==> src/rtl/fwd_hazard_ctrl.sv <==
// fwd_hazard_ctrl
//   Producer side of the EX-stage operand-forwarding interface. Tracks the
//   destination information of in-flight instructions in ID/EX, EX/MEM and
//   MEM/WB records. It registers the EX operand selects one cycle after the
//   instruction sits in ID, and it detects load-use hazards.
//
//   Select encoding: 0 = register-file operand, 1 = Fwd_wb, 2 = Fwd_mem.
//
//   Flow control: stall is a combinational hold request. While it is high,
//   the upstream stages keep PC and IF/ID, so the same instruction is
//   presented in ID again on the next cycle. This block inserts a bubble
//   into ID/EX in the same cycle. Nothing is exchanged on a valid/ready
//   basis here; id_valid only qualifies the ID contents.
//
// Ports
//   clk, rst_n        clock, asynchronous active-low reset
//   id_valid          ID holds a real instruction
//   id_rs, id_rt      source A / B specifiers
//   id_uses_rs/rt     operand A / B is read from the register file
//   id_rd             destination specifier
//   id_reg_write      instruction writes rd
//   id_mem_read       instruction is a load
//   flush             kill the instruction in ID (branch redirect)
//   stall             hold PC and IF/ID (combinational)
//   ALU_SrcA_fwd      registered EX operand-A select
//   ALU_SrcB_fwd      registered EX operand-B select
//   stall_cnt         saturating count of stall cycles
module fwd_hazard_ctrl #(
  parameter int REG_W = 5,
  parameter int CNT_W = 16
) (
  input  logic             clk,
  input  logic             rst_n,
  input  logic             id_valid,
  input  logic [REG_W-1:0] id_rs,
  input  logic [REG_W-1:0] id_rt,
  input  logic             id_uses_rs,
  input  logic             id_uses_rt,
  input  logic [REG_W-1:0] id_rd,
  input  logic             id_reg_write,
  input  logic             id_mem_read,
  input  logic             flush,
  output logic             stall,
  output logic [1:0]       ALU_SrcA_fwd,
  output logic [1:0]       ALU_SrcB_fwd,
  output logic [CNT_W-1:0] stall_cnt
);

  // Stage records {valid, rd, reg_write, mem_read}
  logic             idex_valid, idex_reg_write, idex_mem_read;
  logic [REG_W-1:0] idex_rd;
  logic             exmem_valid, exmem_reg_write, exmem_mem_read;
  logic [REG_W-1:0] exmem_rd;
  logic             memwb_valid, memwb_reg_write, memwb_mem_read;
  logic [REG_W-1:0] memwb_rd;

  logic       idex_match_a, idex_match_b, exmem_match_a, exmem_match_b;
  logic       bubble;
  logic [1:0] sel_a_next, sel_b_next;

  assign idex_match_a  = idex_valid & idex_reg_write & (idex_rd != '0) & (idex_rd == id_rs);
  assign idex_match_b  = idex_valid & idex_reg_write & (idex_rd != '0) & (idex_rd == id_rt);
  assign exmem_match_a = exmem_valid & exmem_reg_write & (exmem_rd != '0) & (exmem_rd == id_rs);
  assign exmem_match_b = exmem_valid & exmem_reg_write & (exmem_rd != '0) & (exmem_rd == id_rt);

  // A load in ID/EX cannot supply its data to the next instruction's EX,
  // so one bubble is needed. flush wins: a killed instruction needs no hold.
  assign stall = id_valid & ~flush & idex_valid & idex_mem_read & (idex_rd != '0) &
                 ((id_uses_rs & (idex_rd == id_rs)) | (id_uses_rt & (idex_rd == id_rt)));

  assign bubble = stall | flush;

  // The younger producer (ID/EX) has priority over EX/MEM.
  always_comb begin
    sel_a_next = 2'd0;
    if (id_valid && id_uses_rs && (id_rs != '0)) begin
      if (idex_match_a)       sel_a_next = 2'd2;
      else if (exmem_match_a) sel_a_next = 2'd1;
    end
    sel_b_next = 2'd0;
    if (id_valid && id_uses_rt && (id_rt != '0)) begin
      if (idex_match_b)       sel_b_next = 2'd2;
      else if (exmem_match_b) sel_b_next = 2'd1;
    end
  end

  always_ff @(posedge clk or negedge rst_n) begin
    if (!rst_n) begin
      idex_valid      <= 1'b0;
      idex_rd         <= '0;
      idex_reg_write  <= 1'b0;
      idex_mem_read   <= 1'b0;
      exmem_valid     <= 1'b0;
      exmem_rd        <= '0;
      exmem_reg_write <= 1'b0;
      exmem_mem_read  <= 1'b0;
      memwb_valid     <= 1'b0;
      memwb_rd        <= '0;
      memwb_reg_write <= 1'b0;
      memwb_mem_read  <= 1'b0;
      ALU_SrcA_fwd    <= 2'd0;
      ALU_SrcB_fwd    <= 2'd0;
      stall_cnt       <= '0;
    end else begin
      if (bubble) begin
        idex_valid     <= 1'b0;
        idex_rd        <= '0;
        idex_reg_write <= 1'b0;
        idex_mem_read  <= 1'b0;
        ALU_SrcA_fwd   <= 2'd0;
        ALU_SrcB_fwd   <= 2'd0;
      end else begin
        idex_valid     <= id_valid;
        idex_rd        <= id_rd;
        idex_reg_write <= id_reg_write;
        idex_mem_read  <= id_mem_read;
        ALU_SrcA_fwd   <= sel_a_next;
        ALU_SrcB_fwd   <= sel_b_next;
      end
      exmem_valid     <= idex_valid;
      exmem_rd        <= idex_rd;
      exmem_reg_write <= idex_reg_write;
      exmem_mem_read  <= idex_mem_read;
      memwb_valid     <= exmem_valid;
      memwb_rd        <= exmem_rd;
      memwb_reg_write <= exmem_reg_write;
      memwb_mem_read  <= exmem_mem_read;
      if (stall && (stall_cnt != '1)) stall_cnt <= stall_cnt + CNT_W'(1);
    end
  end

  // MEM/WB is kept for tracking only. The register file writes before it
  // reads, so nothing three ahead ever needs forwarding.
  logic unused_tracking;
  assign unused_tracking = ^{memwb_valid, memwb_rd, memwb_reg_write, memwb_mem_read,
                             exmem_mem_read};

endmodule
==> config.mk <==
export PLATFORM = sky130hd
export DESIGN_NAME = fwd_hazard_ctrl
export DESIGN_NICKNAME = d
export VERILOG_FILES = /design/src/rtl/fwd_hazard_ctrl.sv
export SDC_FILE = /design/constraint.sdc
export NUM_CORES = 1
export LEC_CHECK = 0
export ABC_AREA = 0
export BUFFER_PORTS_ARGS = -buffer_cell sky130_fd_sc_hd__clkbuf_2
export CAP_MARGIN = 10
export CORE_ASPECT_RATIO = 1.2
export CORE_UTILIZATION = 50
export CTS_BUF_LIST = sky130_fd_sc_hd__clkbuf_2 sky130_fd_sc_hd__clkbuf_4 sky130_fd_sc_hd__clkbuf_8
export CTS_CLUSTER_DIAMETER = 200
export CTS_CLUSTER_SIZE = 20
export DETAILED_ROUTE_END_ITERATION = 10
export PLACE_DENSITY = 0.76
export SKIP_CTS_REPAIR_TIMING = 1
export SLEW_MARGIN = 20
export SYNTH_ARGS = -nofsm -noshare
export SYNTH_HDL_FRONTEND = slang
export SYNTH_SLANG_ARGS = --single-unit
==> constraint.sdc <==
create_clock -name clk -period 5.55 [get_ports clk]
set_clock_uncertainty 0.05 [all_clocks]
set_input_delay 0.2775 -clock clk [delete_from_list [all_inputs] [get_ports clk]]
set_output_delay 0.2775 -clock clk [all_outputs]
set_load 0.02 [all_outputs]
==> summary by stage <==
Final layout
The number of antenna diodes in the final layout is 0. The net count of the finished layout is ~230. Cells with a size suffix above 1 make up 30.7% of the layout. The final cell count without fillers is ~240. Compared with the post-synthesis result, the final layout area differs by 22.2%.

Clocking
The number of clock sinks is 35. For the worst-skew pair, the clock arrives at the later sink with an insertion delay of roughly 0.28 ns. The number of clock buffers inserted by TritonCTS is 5. The maximum clock insertion buffer count is 2. The tree is rooted in a sky130_fd_sc_hd__clkbuf_8.

The H-tree generated during clock tree synthesis spans 2 levels. After clock tree synthesis, the clock-pin slew on the worst setup and hold paths is ~0.070 ns. TritonCTS built the clock tree.

Drt
The post-detailed-route via-to-cell ratio is 5.49. For this block, the initial DRC count from the detailed router was 52. The post-detailed-route wirelength per cell is approximately 15 µm. The post-route DRC violation count is 0. The first detailed-routing pass ran for 4 iterations. The detail route stage leaves a number of antenna-violating nets equal to 0. The routed design has 3.54 mm of wire. The vias after detailed routing is approximately 1,300.

Power and ir drop
Summing internal, switching and leakage power gives about 0.58 mW. The ratio of total power to cell area is about 270 nW/µm². The leakage component of the power is 1.02 nW. VDD sags by at most slightly below 0.3 mV.

Critical path
The worst setup path is captured at a primary output. In this run the critical register-to-register path is captured at stall_cnt[12]$_DFFE_PN0P_. For the worst flop-to-flop path, the logic depth is 6. Among all stages on the critical path, the largest delay is contributed by sky130_fd_sc_hd__dfrtp_1.

The launch point of the worst reg-to-reg path is idex_rd[3]$_DFF_PN0_. The sort of element at the start of the critical path is a flip-flop. On the worst path, the slowest cell contributes a delay of roughly 0.42 ns. Of all nets on the critical path, the largest fanout is 13. The data required time at the worst endpoint is roughly 5.2 ns. STA puts the critical path data arrival time at about 2.2 ns. The kind of critical path is reg2out. Across all register-to-register paths, the minimum setup slack is 3.28 ns. Walking the worst path, the cells encountered are nor2b_1, a2111o_1, nor4b_4, o21a_2, clkbuf_2.

Logic synthesis
The share of async-settable or async-resettable flops after synthesis is 100%. The synthesized design devotes to its leading area cell type around half of total area. The count of warnings emitted by yosys is 0. The number of different library cells used by synthesis comes to 36. The summed instance area of the synthesized netlist is around 1700 µm². sky130_fd_sc_hd__dfrtp_1 is the most common cell in the netlist.

Sorting the synthesized cells by how often they occur yields 35 x sky130_fd_sc_hd__dfrtp_1, 15 x sky130_fd_sc_hd__xnor2_1, 14 x sky130_fd_sc_hd__xor2_1. The number of flops mapped to enable cells by yosys is 0. The average footprint of a synthesized cell is around 11 µm². After synthesis, the cell types taking the most area are sky130_fd_sc_hd__dfrtp_1 50%, sky130_fd_sc_hd__xnor2_1 7.5%, sky130_fd_sc_hd__xor2_1 7.0%. The most used flip-flop cell after synthesis is sky130_fd_sc_hd__dfrtp_1.

Synthesis inferred 35 register bits. After synthesis, flip-flops and latches occupy between 50 and 60% of the total area. sky130_fd_sc_hd__dfrtp_1 takes more of the synthesized area than any other cell. Counting every net in the synthesized netlist gives around 180.

Synthesis produced between 150 and 200 cells.

Placed design
Detailed placement finished with a half-perimeter wire length of around 2.7 mm. At the end of routability-driven placement, the weighted congestion stood at roughly 0.90. The number of input and output port buffers inserted is between 40 and 50. The placed instance count is 234.

At the placement stage, the worst setup path has a slack of around 3.3 ns.

Floorplan
The area inside the core boundary is 3340 µm². In this run the core area contains 23 standard-cell rows. The die span in x is between 50 and 60 µm.

The die covers approximately 3700 µm². In this run the count of I/O pins placed on the die edge is 44. The vertical die dimension is roughly 67 µm. For this configuration, the core starts out at a cell density of a little over half.

STA
The final critical path time including I/O delays and setup is ~2.5 ns. The peak clock frequency supported by timing is approximately 400 MHz. At the pin with the least slew margin, the transition time is 0.839 ns. The number of pins exceeding their max-slew limit in the final report is 0. The number of hold violations in the final report is 0.

Once routing completed, OpenROAD measured the worst setup slack at 3.05 ns. The final setup TNS is 0 ns. In this run the tightest slew margin relative to its limit is 44.0%. Setup repair after global routing left no endpoint under its margin. The share of the clock period used by the worst path is a little under half.

The number of setup violations in the final report is 0.

Global route
Entering global routing, the biggest net connects 36 pins. The first-pass GRT wire length is around 6.0 mm. Summed over all layers, the global routing overflow is 0. The number of antenna violations at the first check in global routing is 0.

The via count of the first global-routing pass is 1,301. Across every metal layer, demand over resource in global routing totals 21.5%.

Worst hold path
The path type of the worst min-delay path is in2async.

Run
The number of violations of the max-capacitance limit is 0.

Status
The flow ran to the end, and the final reports show no timing, DRC or antenna violations.
registers in the layout, summed over array words and instances, names as in the netlist:
signal           cells
idex_valid           1
idex_mem_read        1
stall_cnt           16
exmem_reg_write      1
exmem_valid          1
ALU_SrcA_fwd         2
exmem_rd             5
idex_rd              5
idex_reg_write       1
ALU_SrcB_fwd         2
power breakdown:
part	internal (mW)	switching (mW)
combinational	0.0185	0.0221
clock	0.179	0.0915
sequential	0.261	0.00580
total	0.458	0.119
per-layer routing:
| metal | wire [µm] | global-route usage (%) | share of wire (%) |
|---|---|---|---|
| met4 | 57 | 10.4 | 1.6 |
| met1 | 1530 | 25.9 | 43 |
| met2 | 1800 | 36.1 | 51 |
| met5 | 0 | 0 | 0 |
| met3 | 152 | 5.63 | 4.3 |
per-stage QoR:
step	util [%]	instance area, µm²	hold slack [ns]
after floorplan	-	1750	-0.0681
after global placement	59.8	2000	0.312
after detailed placement	59.8	2000	0.315
after CTS	63.9	2130	0.0572
after global routing	63.9	2130	0.0974
final	63.9	2130	0.0334
cell families (layout without fill, tap and decap cells):
family | Yosys count | count (layout) | synth area share (%)
AO/OA/AOI/OAI | 11 | 11 | 5.66
XOR/XNOR | 29 | 29 | 14.6
adder cells (fa/ha/maj) | 1 | 1 | 0.717
buffers and inverters | 7 | 57 | 1.94
flip-flops | 35 | 35 | 50.2
multiplexers | 2 | 2 | 1.29
AND/OR/NAND/NOR | 70 | 70 | 25.7
how the worst max path moves through the flow:
| stage | from | to | slack, ns | cells past startpoint |
|---|---|---|---|---|
| 3_5_place_dp | id_rs[0] | stall_cnt[12]$_DFFE_PN0P_ | 3.27 | 7 |
| 3_3_place_gp | id_rs[0] | stall_cnt[12]$_DFFE_PN0P_ | 3.31 | 7 |
| 2_1_floorplan | stall_cnt[3]$_DFFE_PN0P_ | stall_cnt[1]$_DFFE_PN0P_ | 3.50 | 5 |
| 5_1_grt | idex_rd[0]$_DFF_PN0_ | stall | 2.95 | 5 |
| 6_report | idex_rd[3]$_DFF_PN0_ | stall | 3.05 | 5 |
| 4_1_cts | idex_rd[3]$_DFF_PN0_ | stall | 3.06 | 5 |
critical path, delay by kind of cell (launching register included):
| kind | cells | cell delay, ns |
|---|---|---|
| AO/OA/AOI/OAI | 2 | 0.72 |
| buffers and inverters | 1 | 0.22 |
| flip-flops | 1 | 0.42 |
| AND/OR/NAND/NOR | 2 | 0.54 |
area by class of cell:
type,instances,area [µm²]
clock buffer,5,68.8
clock inverter,3,67.6
fill,289,1210
inverter,6,22.5
multi-input combinational,113,836
sequential,35,876
tap,37,46.3
timing repair buffer,43,215
cells in the final DEF (no fill, tap or decap), types with 5 or more instances in the layout:
cell | netlist | final
sky130_fd_sc_hd__and2_1 | 8 | 8
sky130_fd_sc_hd__xnor2_1 | 15 | 15
sky130_fd_sc_hd__dfrtp_1 | 35 | 35
sky130_fd_sc_hd__nand3_1 | 7 | 7
sky130_fd_sc_hd__clkbuf_2 | 0 | 43
sky130_fd_sc_hd__clkbuf_8 | 0 | 5
sky130_fd_sc_hd__nor2_1 | 9 | 9
sky130_fd_sc_hd__nand2_1 | 11 | 11
sky130_fd_sc_hd__xor2_1 | 14 | 14
sky130_fd_sc_hd__inv_1 | 6 | 6
(Power assumes the default switching activity.)
